$ cat src/rtl/demux_sel_sequencer.sv
// Select/data sequencer feeding a 1xN demux: steps S over all channels with a
// fixed dwell, keeps a registered copy of what each channel last received.
module demux_sel_sequencer #(
  parameter int N     = 8,
  parameter int SW    = $clog2(N),
  parameter int DWELL = 4
) (
  input  logic          clk,
  input  logic          rst,
  input  logic          start,
  input  logic          mode,
  input  logic          stop,
  input  logic          d_in,
  output logic          D,
  output logic [SW-1:0] S,
  output logic          busy,
  output logic          done,
  output logic          ch_valid,
  output logic [N-1:0]  hold
);

  // state    | meaning
  // IDLE     | waiting for start; stop requests are discarded
  // DRIVE    | presenting channel S with data D for DWELL cycles
  // DONE     | one-cycle end-of-scan marker, outputs parked at 0
  typedef enum logic [1:0] {
    ST_IDLE  = 2'd0,
    ST_DRIVE = 2'd1,
    ST_DONE  = 2'd2
  } state_t;

  localparam int CW = (DWELL > 1) ? $clog2(DWELL) : 1;
  localparam logic [CW-1:0] CNT_LAST = CW'(DWELL - 1);
  localparam logic [SW-1:0] SEL_LAST = SW'(N - 1);

  state_t        state_q;
  logic [CW-1:0] cnt_q;
  logic          mode_q;
  logic          stop_pend_q;
  logic          data_q;
  logic [SW-1:0] sel_q;
  logic          busy_q;
  logic          done_q;
  logic          chv_q;
  logic [N-1:0]  hold_q;

  // A stop arriving on the channel-end edge itself still ends the scan there.
  logic stop_hit;
  assign stop_hit = stop_pend_q | stop;

  always_ff @(posedge clk or posedge rst) begin
    if (rst) begin
      state_q     <= ST_IDLE;
      cnt_q       <= '0;
      mode_q      <= 1'b0;
      stop_pend_q <= 1'b0;
      data_q      <= 1'b0;
      sel_q       <= '0;
      busy_q      <= 1'b0;
      done_q      <= 1'b0;
      chv_q       <= 1'b0;
      hold_q      <= '0;
    end else begin
      case (state_q)
        ST_IDLE: begin
          done_q      <= 1'b0;
          chv_q       <= 1'b0;
          stop_pend_q <= 1'b0;
          if (start) begin
            state_q <= ST_DRIVE;
            busy_q  <= 1'b1;
            sel_q   <= '0;
            data_q  <= d_in;
            cnt_q   <= '0;
            mode_q  <= mode;
          end
        end
        ST_DRIVE: begin
          chv_q       <= 1'b0;
          stop_pend_q <= stop_hit;
          if (cnt_q == CNT_LAST) begin
            hold_q[sel_q] <= data_q;
            chv_q         <= 1'b1;
            cnt_q         <= '0;
            if (sel_q != SEL_LAST && !stop_hit) begin
              sel_q  <= sel_q + 1'b1;
              data_q <= d_in;
            end else if (sel_q == SEL_LAST && mode_q && !stop_hit) begin
              sel_q  <= '0;
              data_q <= d_in;
            end else begin
              state_q <= ST_DONE;
              busy_q  <= 1'b0;
              done_q  <= 1'b1;
              sel_q   <= '0;
              data_q  <= 1'b0;
            end
          end else begin
            cnt_q <= cnt_q + 1'b1;
          end
        end
        ST_DONE: begin
          state_q     <= ST_IDLE;
          done_q      <= 1'b0;
          chv_q       <= 1'b0;
          stop_pend_q <= 1'b0;
        end
        default: begin
          state_q <= ST_IDLE;
          busy_q  <= 1'b0;
          done_q  <= 1'b0;
          chv_q   <= 1'b0;
          sel_q   <= '0;
          data_q  <= 1'b0;
        end
      endcase
    end
  end

  assign D        = data_q;
  assign S        = sel_q;
  assign busy     = busy_q;
  assign done     = done_q;
  assign ch_valid = chv_q;
  assign hold     = hold_q;

endmodule

$ cat config.mk
export PLATFORM = sky130hd
export DESIGN_NAME = demux_sel_sequencer
export DESIGN_NICKNAME = d
export VERILOG_FILES = /design/src/rtl/demux_sel_sequencer.sv
export SDC_FILE = /design/constraint.sdc
export NUM_CORES = 1
export LEC_CHECK = 0
export ABC_CLOCK_PERIOD_IN_PS = 2600
export BUFFER_PORTS_ARGS = -buffer_cell sky130_fd_sc_hd__buf_2
export CAP_MARGIN = 20
export CORE_MARGIN = 8
export CORE_UTILIZATION = 56
export DETAILED_ROUTE_END_ITERATION = 16
export MAX_ROUTING_LAYER = met4
export PLACE_DENSITY = 0.81
export SLEW_MARGIN = 5
export SYNTH_ARGS = -nofsm -noshare
export SYNTH_HDL_FRONTEND = slang
export SYNTH_SLANG_ARGS = --single-unit
$ cat constraint.sdc
create_clock -name clk -period 2.6 [get_ports clk]
set_input_delay 0.65 -clock clk [delete_from_list [all_inputs] [get_ports clk]]
set_output_delay 0.65 -clock clk [all_outputs]
set_load 0.05 [all_outputs]
* Yosys cells after proc, flatten, opt, wreduce, memory -nomap -nowiden
Cells that the tools add are included.
Widths: inputs -> output; s select.
** Word-level totals
- Bits in registers :: 21
- Bits in latches :: 0
- Bits in writable memories :: 0
- Memory bits (read-only) :: 0
- Input port bits :: 6
- Output and inout port bits :: 15
- Memories kept :: 0
** Cells by class
- Add/sub/neg operators :: 2
- $mul :: 0
- Divide/modulo/power cells :: 0
- Magnitude comparators :: 2
- Equal/unequal tests :: 9
- Shifts and indexed selects :: 0
- Muxes and demuxes :: 32
- Bitwise gates (word level) :: 2
- Reduce and logical (&&, ||, !) cells :: 16
** Operators by type and width (number)
- $mux 1 :: 15
- $mux 2 :: 6
- $mux 3 :: 3
- $pmux 3 s3 :: 1
- $bwmux 8 :: 1
- $ne 2x2->1 const B :: 4
- $pmux 2 s2 :: 2
- $pmux 1 s3 :: 2
- $reduce_and 2->1 :: 3
- $reduce_and 3->1 :: 2
- $reduce_and 5->1 :: 1
- $eq 2x2->1 const B :: 2
- $logic_and 1x1->1 :: 4
- $lt 3x4->1 const B :: 1
- $reduce_and 4->1 :: 1
- $reduce_bool 2->1 :: 2
- $add 3x1->3 const B :: 1
- $demux 1 s3 :: 1
- $eq 3x3->1 const B :: 1
- $ge 3x1->1 const B :: 1
- $ne 3x3->1 const B :: 1
- $add 2x1->2 const B :: 1
- $eq 2x1->1 const B :: 1
- $logic_not 2->1 :: 1
- 5 further kinds :: 5

* Logic depth before layout (Yosys ltp)
- Depth after elaboration :: 7
- Mapped depth :: 5
- Gate-level depth less buffers :: 5

* Least setup slack after synthesis
No wires, ideal clock.
- Kind :: reg2reg
- Start :: register sel_q[0], in the netlist S[0]
- End :: register busy_q, in the netlist busy
- Setup time :: 0.126 ns
- Data arrival time :: 1.688 ns
- Slack :: 0.786 ns
- Cell stages (with the launch flop) :: 6
- Path buffers :: 0
- Period minus slack after synthesis :: 1.814 ns
- Path through :: dfrtp_1 -> ha_1 -> ha_1 -> nor2b_1 -> o21ai_1 -> a311o_1
** Between the ends
- Longest elaborated chain between the ends :: 5
- Elaborated cells on any way between the ends :: 8
- Those cells by class :: 4 x eq/ne; 4 x reduce/logical
** RTL lines
- start: declaration :: RTL line 41 : logic [SW-1:0] sel_q;
- start signal: assignment :: RTL line 86 : sel_q <= sel_q + 1'b1;
- $eq 3x3->1 :: RTL line 88 : end else if (sel_q == SEL_LAST && mode_q && !stop_hit) begin
- $logic_and 1x1->1 (2 in a row) :: RTL line 88
- $ne 2x2->1 (no line)
- $reduce_and 5->1 (no line) *
- end signal: assignment :: RTL line 71 : busy_q <= 1'b1;
- end signal: assignment :: RTL line 93 : busy_q <= 1'b0;
- end signal: assignment :: RTL line 110 : busy_q <= 1'b0;
- end: declaration :: RTL line 42 : logic busy_q;
Mark *: on every way between the ends. The rest lies on a longest branch, timed or not.
A chain may end at the register's enable or synchronous reset.

* Worst setup path in the final report
- Start :: register sel_q[2], in the netlist S[2]
- End :: output S[2]
** RTL lines
- end: declaration :: RTL line 15 : output logic [SW-1:0] S,
No word-level cell between the ends.

==> reports/results.ini <==
[detailed_routing]
firstDrtPassIters=4
drtAntennaViolNets=0
drt_iter0_markers=11
routed_wl_um=1820
highest-signal-layer=met4
drc=0
routed-wl-met3_um=70
wl_met1_um=854
vias=678
wl_met2_um=868
post_drt_wl_per_cell_um=13.9
vias_per_cell=5.18

[final_layout]
antenna_cells=0
drive_gt1_share_pct=26.4
fin_area_um2=1150
seqCellArea_um2=526
nNetsFinal=116
area_growth_pct=12.8
fillers=158
multi_input_area_um2=445

[logic_synthesis]
ys.flop_type=dfrtp_1
synth_cell_types=33
synth_most_common_cell=dfrtp_1
synth_edf_count=0
synth_top_area_share_pct=51.7
synth_seq_cells=21
synth_common_cells=dfrtp_1 (21), mux2_1 (10), inv_1 (5)
synth_largest_area_cell=dfrtp_1
synthTopCellsByArea=dfrtp_1 (52%), mux2_1 (11%), ha_1 (3.7%), nor3b_2 (2.5%), o21ai_1 (2.0%)
ys_seq_area_share_pct=51.7
async_reset_ff_share_pct=100
synth_fp_nets=95
syn_area_per_cell_um2=11.8
synth_warnings=0
syn_inst=86
syn_area_um2=1020

[pwr]
vdd_drop_max_v=0.000668
p_per_area_nw_per_um2=1010
power_leakage_uw=0.000576

[timing]
max_slew.worst_pin.slew_ns=0.782
clock_skew_ns=0.00937
rsz0062_at_grt=no
period_minus_slack_ns=1.82
max_slew_margin_pct=47.8
finalSetupViolations=0
fin_hold_ws_ns=0.485
hold_viol=0
fin_crit_sh_pct=70.0
slew_viol_final=0
tns_ns=0
fmax_mhz=550

[clock_tree]
cts_num_sinks=21
clockBufferDepth=2
clk_latency_ns=0.29
cts_hold_buf=0
cts_tree=built
cts-buffers-inserted=3
root_buffer=clkbuf_4
htreeDepth=1
clk_pin_slew_worst_paths_ns=0.11
ctsResizeCount=0
post_cts_buffers=0

[setup_path]
crit_chain=buf_2
start_kind=register
cp_max_fo=11
r2r_cells=5
cp.depth=1
critPathSlowestCell=dfrtp_1
critPathArrivalTime_ns=1.17
worstPathRequired_ns=1.95
max_stage_delay_ns=0.55
cp.buffers_inverters=1
worstSetupEndpointType=primary output
crit_type=reg2out
crit_family=flip-flops

[floorplanning]
core_um2=1730
io_pins=21
dieArea_um2=3440
chipHeight_um=58.6
rows=15
die_w_um=58.6
start_util_pct=58.9

[placement]
place.gp.congestion=0.767
dp_hpwl_um=1400
numPortBuffers=20
postPlaceCellArea_um2=1120

[grt]
grt_pass1_vias=685
grt_pass1_wl_um=3050
grt_max_degree=22
overflow=0
grt_use_total_pct=11.9
antenna_found_initial=0

[job]
cap_viol_max_count=0

[min_path]
hold_class=in2async

[run_status]
status=finished, final reports clean

[layer usage]
layer	global-route usage (%)	vias to the layer above
li1	-	344
met1	13.4	319
met2	19.2	13
met3	2.83	2
met4	6.14	0
met5	-	-
[kinds of logic after synthesis]
family / count (synthesis) / share of synthesized area, %
AO/OA/AOI/OAI: 15 / 9.59
AND/OR/NAND/NOR: 27 / 18.3
buffers and inverters: 9 / 4.55
multiplexers: 11 / 12.2
flip-flops: 21 / 51.7
adder cells (fa/ha/maj): 3 / 3.69
[where the power goes]
part           leakage [uW]  total, uW  switching [uW]  internal, uW
registers          0.000274        509            88.1           420
clock network     0.0000150        148            88.4          59.5
logic              0.000287        508             337           171
total              0.000576       1160             514           651
[cell usage in the layout (no fill, tap or decap), drive strengths merged]
master    n
a21oi     3
a311o     1
a31oi     1
a32o      1
and2      1
and4bb    1
buf      20
clkbuf    4
dfrtp    21
ha        3
inv       5
mux2     11
nand2     4
nand2b    3
nand3     1
nand3b    2
nand4b    1
nor2      3
nor2b     3
nor3      1
nor3b     2
nor4      2
nor4b     1
o21ai     5
o21bai    1
o2bb2ai   1
o31ai     2
or2       2
[flip-flops by register name, summed over array words and instances (netlist names)]
signal       count
busy             1
D                1
hold             8
mode_q           1
S                3
done             1
stop_pend_q      1
cnt_q            2
state_q          2
ch_valid         1
[cell type report]
| class | count | share of cell area [%] |
|---|---|---|
| timing repair buffer | 20 | 8.72 |
| inverter | 5 | 1.64 |
| clock buffer | 4 | 2.29 |
| tap | 25 | 2.73 |
| sequential | 21 | 45.8 |
| multi-input combinational | 56 | 38.8 |
[per-stage QoR]
step	total power [uW]	utilization (%)	cells	setup WS, ns
5_1_grt	1250	66.4	131	0.715
3_3_place_gp	1010	64.9	127	0.953
4_1_cts	1180	66.4	131	0.768
3_5_place_dp	1030	64.9	127	0.892
2_1_floorplan	927	-	86	0.786
6_report	1160	66.4	131	0.781
[final timing paths]
kind | end | from | slack [ns]
max in group asynchronous | hold[5] | rst | 1.62
hold reg to reg | hold[1] | hold[1] | 0.49
min in group clk | hold[1] | hold[1] | 0.49
hold / removal | stop_pend_q | rst | 0.48
setup reg to reg | busy | S[1] | 0.87
setup / recovery | S[2] | S[2] | 0.78
(Power assumes the default switching activity.)
